`src/rtl/uart_pkg.sv`:
```
// rtl/uart_pkg.sv - shared types and constants for the UART receive path
package uart_pkg;

    typedef enum logic [2:0] {
        ST_IDLE,
        ST_START,
        ST_DATA,
        ST_STOP,
        ST_BREAK
    } uart_state_e;

    localparam int DEFAULT_DATA_BITS  = 8;
    localparam int DEFAULT_OVERSAMPLE = 16;

    localparam int VOTE_IDX_A      = 7;
    localparam int VOTE_IDX_B      = 8;
    localparam int VOTE_IDX_C      = 9;
    localparam int STOP_DECIDE_IDX = 9;

    function automatic logic majority3(input logic a, input logic b, input logic c);
        return (a & b) | (a & c) | (b & c);
    endfunction

endpackage

```
`src/rtl/uart_receiver_if.sv`:
```
// rtl/uart_receiver_if.sv - valid/ready byte handoff from the receiver to its consumer
interface uart_receiver_if #(
    parameter int DATA_BITS = 8
);
    logic [DATA_BITS-1:0] data;
    logic                 valid;
    logic                 ready;

    modport master (output data, output valid, input ready);
    modport slave  (input data, input valid, output ready);
endinterface

```
`src/rtl/uart_sync2.sv`:
```
// rtl/uart_sync2.sv - two-flop synchroniser with selectable reset value
module uart_sync2 #(
    parameter logic RESET_VAL = 1'b0
) (
    input  logic clk,
    input  logic reset,
    input  logic d,
    output logic q
);
    logic stage1_q, stage1_d;
    logic stage2_q, stage2_d;

    always_comb begin
        stage1_d = d;
        stage2_d = stage1_q;
    end

    always_ff @(posedge clk) begin
        if (reset) begin
            stage1_q <= RESET_VAL;
            stage2_q <= RESET_VAL;
        end else begin
            stage1_q <= stage1_d;
            stage2_q <= stage2_d;
        end
    end

    assign q = stage2_q;
endmodule

```
`src/rtl/uart_receiver.sv`:
```
// rtl/uart_receiver.sv - 8N1 UART receiver, 16x oversampled with mid-bit majority vote
module uart_receiver
    import uart_pkg::*;
#(
    parameter int DATA_BITS  = DEFAULT_DATA_BITS,
    parameter int OVERSAMPLE = DEFAULT_OVERSAMPLE
) (
    input  logic                clk,
    input  logic                reset,
    input  logic                rxClk,
    input  logic                rx,
    uart_receiver_if.master     rx_if,
    output logic                frameError,
    output logic                overrun,
    output logic                busy
);
    localparam int CNT_W = $clog2(OVERSAMPLE);
    localparam int BIT_W = $clog2(DATA_BITS + 1);
    localparam logic [CNT_W-1:0] CNT_LAST = CNT_W'(OVERSAMPLE - 1);

    logic rx_s, rxclk_s, tick;
    logic vote_now, vote_full;

    uart_state_e          state_q, state_d;
    logic [CNT_W-1:0]     cnt_q, cnt_d;
    logic [BIT_W-1:0]     bit_q, bit_d;
    logic [DATA_BITS-1:0] shift_q, shift_d;
    logic [2:0]           samp_q, samp_d;
    logic                 armed_q, armed_d;
    logic                 rxclk_prev_q, rxclk_prev_d;
    logic [DATA_BITS-1:0] data_q, data_d;
    logic                 valid_q, valid_d;
    logic                 frame_err_q, frame_err_d;
    logic                 overrun_q, overrun_d;
    logic                 deliver;

    uart_sync2 #(.RESET_VAL(1'b1)) u_sync_rx    (.clk(clk), .reset(reset), .d(rx),    .q(rx_s));
    uart_sync2 #(.RESET_VAL(1'b0)) u_sync_rxclk (.clk(clk), .reset(reset), .d(rxClk), .q(rxclk_s));

    assign tick      = rxclk_s & ~rxclk_prev_q;
    assign vote_full = majority3(samp_q[0], samp_q[1], samp_q[2]);
    // The stop bit is judged on the third sample's own tick, so it is taken live.
    assign vote_now  = majority3(samp_q[0], samp_q[1], rx_s);

    always_comb begin
        state_d      = state_q;
        cnt_d        = cnt_q;
        bit_d        = bit_q;
        shift_d      = shift_q;
        samp_d       = samp_q;
        armed_d      = armed_q;
        rxclk_prev_d = rxclk_s;
        data_d       = data_q;
        valid_d      = valid_q;
        frame_err_d  = 1'b0;
        overrun_d    = 1'b0;
        deliver      = 1'b0;

        if (tick) begin
            // A start is only accepted once the line has been seen idle, so a
            // reset that lands mid-frame cannot lock onto a data bit.
            if (rx_s) armed_d = 1'b1;
            if (state_q != ST_IDLE) begin
                cnt_d = (cnt_q == CNT_LAST) ? '0 : cnt_q + 1'b1;
                if (cnt_q == CNT_W'(VOTE_IDX_A)) samp_d[0] = rx_s;
                if (cnt_q == CNT_W'(VOTE_IDX_B)) samp_d[1] = rx_s;
                if (cnt_q == CNT_W'(VOTE_IDX_C)) samp_d[2] = rx_s;
            end
            case (state_q)
                ST_IDLE: begin
                    if (!rx_s && armed_q) begin
                        state_d = ST_START;
                        cnt_d   = CNT_W'(1);
                    end
                end
                ST_START: begin
                    if (cnt_q == CNT_LAST) begin
                        if (vote_full) begin
                            state_d = ST_IDLE;
                        end else begin
                            state_d = ST_DATA;
                            bit_d   = '0;
                            cnt_d   = '0;
                        end
                    end
                end
                ST_DATA: begin
                    if (cnt_q == CNT_LAST) begin
                        shift_d = {vote_full, shift_q[DATA_BITS-1:1]};
                        bit_d   = bit_q + 1'b1;
                        if (bit_q == BIT_W'(DATA_BITS - 1)) state_d = ST_STOP;
                    end
                end
                ST_STOP: begin
                    if (cnt_q == CNT_W'(STOP_DECIDE_IDX)) begin
                        if (vote_now) begin
                            deliver = 1'b1;
                            state_d = ST_IDLE;
                        end else begin
                            frame_err_d = 1'b1;
                            state_d     = ST_BREAK;
                        end
                    end
                end
                ST_BREAK: begin
                    if (rx_s) state_d = ST_IDLE;
                end
                default: state_d = ST_IDLE;
            endcase
        end

        if (deliver) begin
            if (!valid_q || rx_if.ready) begin
                data_d  = shift_d;
                valid_d = 1'b1;
            end else begin
                overrun_d = 1'b1;
            end
        end else if (valid_q && rx_if.ready) begin
            valid_d = 1'b0;
        end
    end

    always_ff @(posedge clk) begin
        if (reset) begin
            state_q      <= ST_IDLE;
            cnt_q        <= '0;
            bit_q        <= '0;
            shift_q      <= '0;
            samp_q       <= '0;
            armed_q      <= 1'b0;
            rxclk_prev_q <= 1'b0;
            data_q       <= '0;
            valid_q      <= 1'b0;
            frame_err_q  <= 1'b0;
            overrun_q    <= 1'b0;
        end else begin
            state_q      <= state_d;
            cnt_q        <= cnt_d;
            bit_q        <= bit_d;
            shift_q      <= shift_d;
            samp_q       <= samp_d;
            armed_q      <= armed_d;
            rxclk_prev_q <= rxclk_prev_d;
            data_q       <= data_d;
            valid_q      <= valid_d;
            frame_err_q  <= frame_err_d;
            overrun_q    <= overrun_d;
        end
    end

    assign rx_if.data  = data_q;
    assign rx_if.valid = valid_q;
    assign frameError  = frame_err_q;
    assign overrun     = overrun_q;
    assign busy        = (state_q != ST_IDLE);
endmodule

```
`src/flat_wrapper.sv`:
```
// flat-port wrapper written by rule: the top's interface ports become plain ports
module uart_receiver_flat import uart_pkg::*;
#(
    parameter int DATA_BITS  = DEFAULT_DATA_BITS,
    parameter int OVERSAMPLE = DEFAULT_OVERSAMPLE
)
  (clk, reset, rxClk, rx, frameError, overrun, busy, rx_if_data, rx_if_valid, rx_if_ready);
  uart_receiver_if #(.DATA_BITS(DATA_BITS)) rx_if_i ();
  input  logic clk;
  input  logic reset;
  input  logic rxClk;
  input  logic rx;
  output logic frameError;
  output logic overrun;
  output logic busy;
  output wire logic [$bits(rx_if_i.data)-1:0] rx_if_data;
  output wire logic [$bits(rx_if_i.valid)-1:0] rx_if_valid;
  input wire logic [$bits(rx_if_i.ready)-1:0] rx_if_ready;
  assign rx_if_data = rx_if_i.data;
  assign rx_if_valid = rx_if_i.valid;
  assign rx_if_i.ready = rx_if_ready;
  uart_receiver #(.DATA_BITS(DATA_BITS), .OVERSAMPLE(OVERSAMPLE)) u_core (.clk(clk), .reset(reset), .rxClk(rxClk), .rx(rx), .rx_if(rx_if_i), .frameError(frameError), .overrun(overrun), .busy(busy));
endmodule
```
`config.mk`:
```
export PLATFORM = sky130hd
export DESIGN_NAME = uart_receiver_flat
export DESIGN_NICKNAME = d
export VERILOG_FILES = /design/src/rtl/uart_pkg.sv /design/src/rtl/uart_receiver_if.sv /design/src/rtl/uart_sync2.sv /design/src/rtl/uart_receiver.sv /design/src/flat_wrapper.sv
export SDC_FILE = /design/constraint.sdc
export NUM_CORES = 1
export LEC_CHECK = 0
export CORE_MARGIN = 8
export CORE_UTILIZATION = 45
export CTS_CLUSTER_SIZE = 12
export DETAILED_ROUTE_END_ITERATION = 7
export GPL_ROUTABILITY_DRIVEN = 0
export PLACE_DENSITY = 0.68
export SLEW_MARGIN = 10
export SYNTH_ARGS = -nofsm -noshare
export SYNTH_HDL_FRONTEND = slang
export SYNTH_SLANG_ARGS = --single-unit
```
`constraint.sdc`:
```
create_clock -name clk -period 1.65 [get_ports clk]
set_input_delay 0.4125 -clock clk [delete_from_list [all_inputs] [get_ports clk]]
set_output_delay 0.4125 -clock clk [all_outputs]
set_load 0.01 [all_outputs]
```
Word level (Yosys, flattened, before mapping)
Cells that the tools add are included.
{"block": "totals", "register_bits": 39, "input_bits": 5, "output_inout_bits": 12, "word_cells": 101}
{"block": "classes", "addsub": 2, "n_eq_ne": 17, "n_mux": 31, "n_bitwise": 15, "reduce_logical": 19}
{"operator": "$mux 4", "n": 8}
{"operator": "$mux 8", "n": 3}
{"operator": "$mux 3", "n": 7}
{"operator": "$pmux 4 s2", "n": 2}
{"operator": "$pmux 3 s5", "n": 1}
{"operator": "$eq 4x4->1 const B", "n": 3}
{"operator": "$ne 2x1->1 const B", "n": 5}
{"operator": "$mux 1", "n": 9}
{"operator": "$reduce_and 3->1", "n": 3}
{"operator": "$add 4x1->4 const B", "n": 2}
{"operator": "$eq 4x3->1 const B", "n": 2}
{"operator": "$reduce_and 7->1", "n": 1}
{"operator": "$and 1x1->1", "n": 6}
{"operator": "$eq 3x2->1 const B", "n": 2}
{"operator": "$ne 2x2->1 const B", "n": 3}
{"operator": "$reduce_and 2->1", "n": 3}
{"operator": "$not 1->1", "n": 5}
{"operator": "$reduce_and 5->1", "n": 1}
{"operator": "$or 1x1->1", "n": 4}
{"operator": "$reduce_bool 2->1", "n": 2}
{"operator": "$reduce_or 4->1", "n": 1}
{"operator": "$eq 3x1->1 const B", "n": 1}
{"operator": "$eq 3x3->1 const B", "n": 1}
{"operator": "$logic_not 3->1", "n": 1}
{"operator": "6 further kinds", "n": 8}

Depth between registers and ports, before layout
Gate-level depths: netlist of the first run.
{"block": "depth", "depth_word": 9, "depth_mapped": 8, "mapped_depth_nobuf": 6}

Cells and area by module
From an unflattened synthesis of the first run, not the netlist that was laid out.
{"block": "unflattened", "hier_cells": 183, "hier_area_um2": 1697.9}
{"mod": "uart_receiver", "instances": 1, "cells_each": 175, "area_per_inst_um2": 1592.8, "seq_area_each_um2": 700.7}
{"mod": "uart_sync2", "instances": 2, "cells_each": 4, "area_per_inst_um2": 52.6, "seq_area_each_um2": 40.0}

Worst setup path after synthesis of the first run
No wires, ideal clock.
{"block": "synth_timing", "path_kind": "register to register", "startpoint": "reg u_core.state_q[0]", "endpoint": "reg u_core.data_q[0], in the netlist u_core.rx_if.data[0]", "setup_time_ns": 0.142, "arrival_time_ns": 1.559, "t_required_ns": 1.508, "path_slack_ns": -0.050, "path_stages_with_launch": 8, "path_buffers": 3, "path_cell_list": "dfxtp_1 buf_4 or3b_1 buf_2 nor3_4 buf_6 mux2i_1 a211oi_2"}
{"block": "synth_between", "elab_chain_len": 4, "word_cells_on_any_way": 7}
{"item": "start, declared", "line": "uart_receiver.sv:24", "text": "uart_state_e state_q, state_d;"}
{"item": "start signal, assigned", "line": "uart_receiver.sv:138", "text": "state_q <= state_d;"}
{"item": "$eq 3x2->1", "line": "uart_receiver.sv:69", "text": "case (state_q)"}
{"item": "$mux 1", "line": "uart_receiver.sv:69"}
{"item": "$mux 1", "line": "uart_receiver.sv:59", "text": "if (tick) begin"}
{"item": "$reduce_and 2->1 (no line)"}
{"item": "end signal, assigned", "line": "uart_receiver.sv:145", "text": "data_q <= data_d;"}
{"item": "end, declared", "line": "uart_receiver.sv:31", "text": "logic [DATA_BITS-1:0] data_q, data_d;"}
Parallel ways exist; a longest one is shown, timed or not.
A chain may end at the register's enable or synchronous reset.

Worst setup path in the final report of the first run
{"block": "layout_timing", "startpoint": "reg u_core.state_q[2]", "endpoint": "reg u_core.data_q[4], in the netlist u_core.rx_if.data[4]"}
The elaborated chain is that of the path after synthesis.

==> results of run 1 <==
## logic make-up after synthesis
logic type,count (synthesis)
simple gates,63
compound gates,44
flops,39
buf+inv,19
mux,11
fa+ha+maj,7
xor+xnor,2
## worst max-delay path, cell delays in order (launching register included)
cell and delay, ps:
sky130_fd_sc_hd__dfxtp_1 370, sky130_fd_sc_hd__or3b_4 460, sky130_fd_sc_hd__nor3_4 160, sky130_fd_sc_hd__buf_12 180, sky130_fd_sc_hd__mux2i_2 270, sky130_fd_sc_hd__a211oi_2 100
## metal layers
| metal | GRT usage, % | vias to the layer above | share of wire [%] |
|---|---|---|---|
| li1 | - | 753 | - |
| met1 | 16.8 | 732 | 43 |
| met2 | 24.3 | 41 | 50 |
| met3 | 3.83 | 9 | 4.2 |
| met4 | 4.63 | 0 | 2.1 |
| met5 | 0 | - | 0 |
## layout make-up
cell class                      count  share of cell area (%)
Timing Repair Buffer               51                    18.4
Clock inverter                      2                    1.54
Clock buffer                        5                    2.82
Multi-Input combinational cell    127                    41.8
Sequential cell                    39                    32.2
Inverter                            4                   0.615
Tap cell                           50                    2.56
## flip-flops by register name (all words and copies together), names as in the netlist, 3 cells and up
register,flops
u_core.rx_if.data,8
u_core.shift_q,8
u_core.bit_q,4
u_core.cnt_q,4
u_core.samp_q,3
u_core.state_q,3
## report_power, final
| part | switching [W] | internal (W) | total, W |
|---|---|---|---|
| Clock | 0.000334 | 0.000442 | 0.000776 |
| Sequential | 0.00000354 | 0.000947 | 0.000951 |
| Combinational | 0.0000312 | 0.0000285 | 0.0000597 |
## worst paths after layout
path         slack (ps)                                end  cells after the start
max                 -30  u_core.rx_if.data[4]$_SDFFE_PP0P_                      5
min                 430      u_core.u_sync_rx.q$_SDFF_PP1_                      1
max reg2reg         -30  u_core.rx_if.data[4]$_SDFFE_PP0P_                      5
min reg2reg         430      u_core.u_sync_rx.q$_SDFF_PP1_                      1
## cells in the final DEF, fill, tap and decap left out, types with 3 or more instances in the layout
master and count:
sky130_fd_sc_hd__a21oi_1 13, sky130_fd_sc_hd__clkbuf_8 5, sky130_fd_sc_hd__dfxtp_2 4, sky130_fd_sc_hd__nand2_1 3, sky130_fd_sc_hd__nand2b_1 5, sky130_fd_sc_hd__inv_1 3
sky130_fd_sc_hd__ha_1 4, sky130_fd_sc_hd__mux2i_1 6, sky130_fd_sc_hd__nand4_1 3, sky130_fd_sc_hd__nand3_1 4, sky130_fd_sc_hd__nor3_1 5, sky130_fd_sc_hd__clkdlybuf4s50_1 14
sky130_fd_sc_hd__nor2b_1 5, sky130_fd_sc_hd__nor2_1 15, sky130_fd_sc_hd__mux2i_4 3, sky130_fd_sc_hd__a211oi_1 3, sky130_fd_sc_hd__nand3b_1 3, sky130_fd_sc_hd__dfxtp_1 35
sky130_fd_sc_hd__o21ai_0 6, sky130_fd_sc_hd__a211oi_2 6, sky130_fd_sc_hd__buf_4 33
## metrics by stage
| step | setup slack (ps) | util (%) | hold slack [ps] |
|---|---|---|---|
| floorplan | -39.2 | - | 389 |
| global placement | -50.1 | 56.9 | 394 |
| detailed placement | -92.6 | 56.9 | 409 |
| CTS | -17.7 | 60.8 | 432 |
| global route | -121 | 61.9 | 447 |
| finish | -25.7 | 61.9 | 429 |
## repair_timing
| action | 4_1_cts | 5_1_grt |
|---|---|---|
| endpoints found under the hold margin | 0 | 0 |
| setup endpoints to repair | 17 | 23 |
| resized for setup | 13 | 10 |
| pin swaps | 1 | 2 |
==> out/qor.json, run 1 <==
{
  "run_status": {
    "outcome": "complete, but fails checks",
    "violations": "setup timing"
  },
  "clock_network": {
    "htree_levels": 2,
    "cts-buffers-inserted": 5,
    "path_clk_slew_ps": 80,
    "insertion_delay_ps": 290,
    "cts_setup_buffers": 0,
    "clockBufferDepth": 2,
    "clock_tree_from_tritoncts": "done",
    "hold_buf_count_cts": 0,
    "cts.sinks": 39,
    "clk_root_buffer_cell": "sky130_fd_sc_hd__clkbuf_8"
  },
  "sta": {
    "timing.setup.tns_ps": -56.7,
    "layout_worst_path_cycle_share_pct": 102,
    "max_freq_ghz": 0.597,
    "tightest_slew_ps": 299,
    "final.setup_skew_ps": 11.9,
    "rsz0062_at_grt": "true",
    "finalHoldViolations": 0,
    "fin_crit_ps": 1680,
    "worst_slack_setup_final_ps": -25.7,
    "worst_slew_margin_relative_to_its_limit_pct": 79.9,
    "drv_slew": 0,
    "finalSetupViolations": 5
  },
  "synthesis": {
    "post_synth_mux_area_share_pct": 6.08,
    "synth_top_area_share_pct": 43.1,
    "synth_flop_cell": "sky130_fd_sc_hd__dfxtp_1",
    "synth_common_cells": "39 x sky130_fd_sc_hd__dfxtp_1, 15 x sky130_fd_sc_hd__nor2_1, 14 x sky130_fd_sc_hd__a21oi_1",
    "synth_compound_area_share_pct": 18.6,
    "synth_largest_area_cell": "sky130_fd_sc_hd__dfxtp_1",
    "synthesis.area_um2": 1810,
    "synth_top_family_by_area": "simple AND/OR/NAND/NOR gates",
    "synthMostInstantiatedCell": "sky130_fd_sc_hd__dfxtp_1",
    "synth_simple_gate_area_share_pct": 21.1,
    "syn_avg_cell_area_um2": 9.79,
    "post_synth_edffs": 0,
    "synth_fa_ha_area_share_pct": 4.56,
    "yosysWarningCount": 0,
    "synthCells": 185,
    "number_of_distinct_standard_cells_referenced_by_the_synthesized_netlist": 49,
    "synth_xor_area_share_pct": 0.968,
    "synthesis.nets": 195,
    "seq_total_area_yosys_pct": 43.1,
    "postSynth.asyncResetShare_pct": 0,
    "synth_top_cells_by_area": "sky130_fd_sc_hd__dfxtp_1 43%, sky130_fd_sc_hd__mux2i_1 6.1%, sky130_fd_sc_hd__a211oi_2 4.1%",
    "postSynthRegisterBits": 39
  },
  "final_layout": {
    "post_route_cells_drive_above_1_share_pct": 35.1,
    "layout.nets": 238,
    "multiInputGateArea_um2": 1020,
    "sequential_cell_area_um2": 786,
    "flow.area_growth_from_synthesis_pct": 34.8,
    "layout.cells.non_filler": 278,
    "fin_area_um2": 2440,
    "antenna_cells": 0,
    "fillCellCount": 314
  },
  "setup_path": {
    "timing.critical_path.to_type": "flip-flop",
    "worst-setup-path-type": "flip-flop to flip-flop",
    "crit_fanout": 11,
    "timing.critical_path.from_type": "flip-flop",
    "worst-endpoint-arrival_ps": 1850,
    "worst_r2r_startpoint": "u_core.state_q[2]$_SDFFE_PP0P_",
    "critical_path_required_ps": 1820,
    "timing.critical_path.from": "u_core.state_q[2]$_SDFFE_PP0P_"
  },
  "power": {
    "vdd.ir_drop.worst_uv": 611,
    "power-per-cell-area_nw_per_um2": 732,
    "p_total_w": 0.00179,
    "cellLeakagePower_nw": 0.911
  },
  "placement": {
    "placement.cell_area_um2": 2240,
    "place.detailed.instances": 271,
    "io_buffer_count": 16,
    "detailedPlacementHpwl_mm": 3.12
  },
  "global_routing": {
    "global_route.overflow_total": 0,
    "grt_start_max_net_pins": 17,
    "grt_util_all_layers_pct": 14.2,
    "grt_pass1_vias": 1547,
    "antenna_found_initial": 0,
    "global_route_wire_length_before_repair_mm": 7.31
  },
  "die": {
    "die_h_um": 79.4,
    "initial_core_util_pct": 45.9,
    "core_um2": 3940,
    "top_level_ports": 17,
    "row_count": 23,
    "die_x_um": 79.4,
    "die_area_um2": 6310
  },
  "worst_hold_path": {
    "worstHoldPathType": "flip-flop to flip-flop",
    "hold_path_startpoint": "u_core.u_sync_rx.stage1_q$_SDFF_PP1_"
  },
  "job": {
    "drv_cap": 0
  },
  "detailed_routing": {
    "antenna_left": 0,
    "routed_wl_mm": 4.35,
    "remaining_drc_errors": 0,
    "drt_first_pass_iters": 4,
    "via_count": 1535,
    "wl_per_cell_um": 15.7,
    "detail_route.vias_per_cell": 5.52,
    "drt_first_iter_violations": 100
  }
}
Power figures use the tool's default switching activity.
==> inputs of run 2 (changes only) <==
--- a/config.mk
+++ b/config.mk
@@ -7,9 +7,11 @@
 export LEC_CHECK = 0
 export CORE_MARGIN = 8
 export CORE_UTILIZATION = 45
+export CTS_BUF_LIST = sky130_fd_sc_hd__clkbuf_2
 export CTS_CLUSTER_SIZE = 12
 export DETAILED_ROUTE_END_ITERATION = 7
 export GPL_ROUTABILITY_DRIVEN = 0
+export MAX_ROUTING_LAYER = met4
 export PLACE_DENSITY = 0.68
 export SLEW_MARGIN = 10
 export SYNTH_ARGS = -nofsm -noshare
==> out/qor.json, run 2 (synthesis results as in run 1) <==
{
  "run_status": {
    "outcome": "complete, but fails checks",
    "violations": "setup timing"
  },
  "sta": {
    "finalSetupViolations": 4,
    "layout_worst_path_cycle_share_pct": 102,
    "final.setup_skew_ps": 25.9,
    "fin_crit_ps": 1680,
    "worst_slack_setup_final_ps": -26.4,
    "drv_slew": 0,
    "worst_slew_margin_relative_to_its_limit_pct": 79.2,
    "rsz0062_at_grt": "true",
    "finalHoldViolations": 0,
    "max_freq_ghz": 0.597,
    "tightest_slew_ps": 309
  },
  "clock_network": {
    "insertion_delay_ps": 390,
    "cts.sinks": 39,
    "clock_tree_from_tritoncts": "done",
    "clockBufferDepth": 2,
    "clk_root_buffer_cell": "sky130_fd_sc_hd__clkbuf_2",
    "cts-buffers-inserted": 5,
    "hold_buf_count_cts": 0,
    "path_clk_slew_ps": 210,
    "htree_levels": 2
  },
  "final_layout": {
    "antenna_cells": 0,
    "layout.cells.most_common": "sky130_fd_sc_hd__buf_4",
    "layout.cells.non_filler": 279,
    "fillCellCount": 312,
    "fin_area_um2": 2460,
    "commonest_cells_after_routing_fill_and_taps_aside": "33 x sky130_fd_sc_hd__buf_4, 29 x sky130_fd_sc_hd__dfxtp_1, 15 x sky130_fd_sc_hd__nor2_1",
    "post_route_cells_drive_above_1_share_pct": 40.6,
    "layout.nets": 239,
    "flow.area_growth_from_synthesis_pct": 35.8
  },
  "detailed_routing": {
    "remaining_drc_errors": 0,
    "antenna_left": 0,
    "drt_first_pass_iters": 4,
    "drt_first_iter_violations": 75,
    "routed_wl_mm": 4.32,
    "via_count": 1529,
    "wl_per_cell_um": 15.5,
    "detail_route.vias_per_cell": 5.48
  },
  "die": {
    "die_h_um": 79.4,
    "die_area_um2": 6310,
    "die_x_um": 79.4,
    "core_um2": 3940,
    "top_level_ports": 17,
    "row_count": 23,
    "initial_core_util_pct": 45.9
  },
  "worst_hold_path": {
    "min_path_cells": 1,
    "hold_ep": "u_core.u_sync_rx.q$_SDFF_PP1_",
    "worstHoldPathType": "flip-flop to flip-flop",
    "hold_path_startpoint": "u_core.u_sync_rx.stage1_q$_SDFF_PP1_"
  },
  "setup_path": {
    "timing.critical_path.slowest_cell_delay_ps": 450,
    "worst-r2r-cell-count": 5,
    "critical_path.slowest_cell": "sky130_fd_sc_hd__or3b_4",
    "crit_chain": "or3b_4, nor3_4, buf_12, mux2i_2, a211oi_2",
    "worst_path_dominant_cell_family": "simple AND/OR/NAND/NOR gates",
    "worst-setup-path-type": "flip-flop to flip-flop",
    "worst_r2r_startpoint": "u_core.state_q[2]$_SDFFE_PP0P_",
    "r2r_end": "u_core.rx_if.data[0]$_SDFFE_PP0P_",
    "critical_path_required_ps": 1940,
    "timing.critical_path.from_type": "flip-flop",
    "worst-endpoint-arrival_ps": 1970,
    "timing.critical_path.to_type": "flip-flop",
    "regToRegSetupSlack_ps": -30,
    "cp.buffers_inverters": 1,
    "crit_fanout": 11
  },
  "power": {
    "vdd.ir_drop.worst_uv": 457,
    "cellLeakagePower_nw": 0.950,
    "power-per-cell-area_nw_per_um2": 639
  },
  "global_routing": {
    "grt_util_all_layers_pct": 15.0,
    "global_route_wire_length_before_repair_mm": 7.39,
    "grt_pass1_vias": 1553,
    "grt_start_max_net_pins": 17,
    "global_route.overflow_total": 0,
    "antenna_found_initial": 0
  },
  "placement": {
    "place.detailed.instances": 271,
    "placement.cell_area_um2": 2240,
    "detailedPlacementHpwl_mm": 3.12,
    "io_buffer_count": 16
  },
  "job": {
    "drv_cap": 0
  }
}
[run 2: worst register-to-register path, stage by stage, from the launching register on]
cell and delay (ps):
sky130_fd_sc_hd__dfxtp_4 410, sky130_fd_sc_hd__or3b_4 450, sky130_fd_sc_hd__nor3_4 170, sky130_fd_sc_hd__buf_12 180, sky130_fd_sc_hd__mux2i_2 270, sky130_fd_sc_hd__a211oi_2 90
[run 2: metal layers]
| metal | vias up | track usage (%) | routed length, um |
|---|---|---|---|
| met4 | 0 | 4.63 | 102 |
| li1 | 761 | - | - |
| met5 | - | - | 0 |
| met3 | 10 | 3.38 | 163 |
| met1 | 713 | 17.4 | 1890 |
| met2 | 45 | 24.9 | 2160 |
[run 2: report_power, final]
group           total, W  switching [W]  internal, W
clock           0.000563       0.000315     0.000248
combinational  0.0000612      0.0000322    0.0000290
sequential      0.000948     0.00000369     0.000944
total            0.00157       0.000351      0.00122
[run 2: worst max-delay path by stage]
stage	slack, ps	cells after the start	from	end
after floorplan	-40	7	u_core.state_q[0]$_SDFFE_PP0P_	u_core.rx_if.data[0]$_SDFFE_PP0P_
final	-30	5	u_core.state_q[2]$_SDFFE_PP0P_	u_core.rx_if.data[0]$_SDFFE_PP0P_
after CTS	-10	5	u_core.state_q[2]$_SDFFE_PP0P_	u_core.rx_if.data[0]$_SDFFE_PP0P_
after detailed placement	-90	6	u_core.cnt_q[1]$_SDFFE_PP0P_	u_core.state_q[2]$_SDFFE_PP0P_
after global routing	-110	5	u_core.state_q[2]$_SDFFE_PP0P_	u_core.rx_if.data[5]$_SDFFE_PP0P_
after global placement	-50	6	u_core.cnt_q[1]$_SDFFE_PP0P_	u_core.state_q[2]$_SDFFE_PP0P_
[run 2: per-stage QoR]
stage	TNS, ps	hold WS, ps	setup WS [ps]	power (W)	util, %
global route	-919	474	-107	0.00165	62.4
finish	-55.2	446	-26.4	0.00157	62.4
floorplan	-214	389	-39.2	0.00100	-
global placement	-80.4	394	-50.1	0.00103	56.9
CTS	-42.8	450	-14.0	0.00158	61.4
detailed placement	-695	409	-92.6	0.00103	56.9
[run 2: cell type report]
type / instances / area [um^2] / area share [%]
Timing Repair Buffer: 52 / 447 / 18.2
Clock buffer: 5 / 25.0 / 1.02
Multi-Input combinational cell: 127 / 1070 / 43.5
Clock inverter: 2 / 37.5 / 1.53
Inverter: 4 / 15.0 / 0.611
Tap cell: 50 / 62.6 / 2.54
Sequential cell: 39 / 803 / 32.7
[run 2: what timing repair did]
action	4_1_cts	5_1_grt
endpoints found under the setup margin	31	22
pin swaps	5	1
setup buffers	1	0
gates cloned	0	0
resized for setup	48	10
==> inputs of run 3 (changes only) <==
--- a/config.mk
+++ b/config.mk
@@ -5,6 +5,7 @@
 export SDC_FILE = /design/constraint.sdc
 export NUM_CORES = 1
 export LEC_CHECK = 0
+export ABC_CLOCK_PERIOD_IN_PS = 1650
 export CORE_MARGIN = 8
 export CORE_UTILIZATION = 45
 export CTS_BUF_LIST = sky130_fd_sc_hd__clkbuf_2
==> results of run 3 <==
The final DEF is identical to that of run 2; final timing and power are the same.
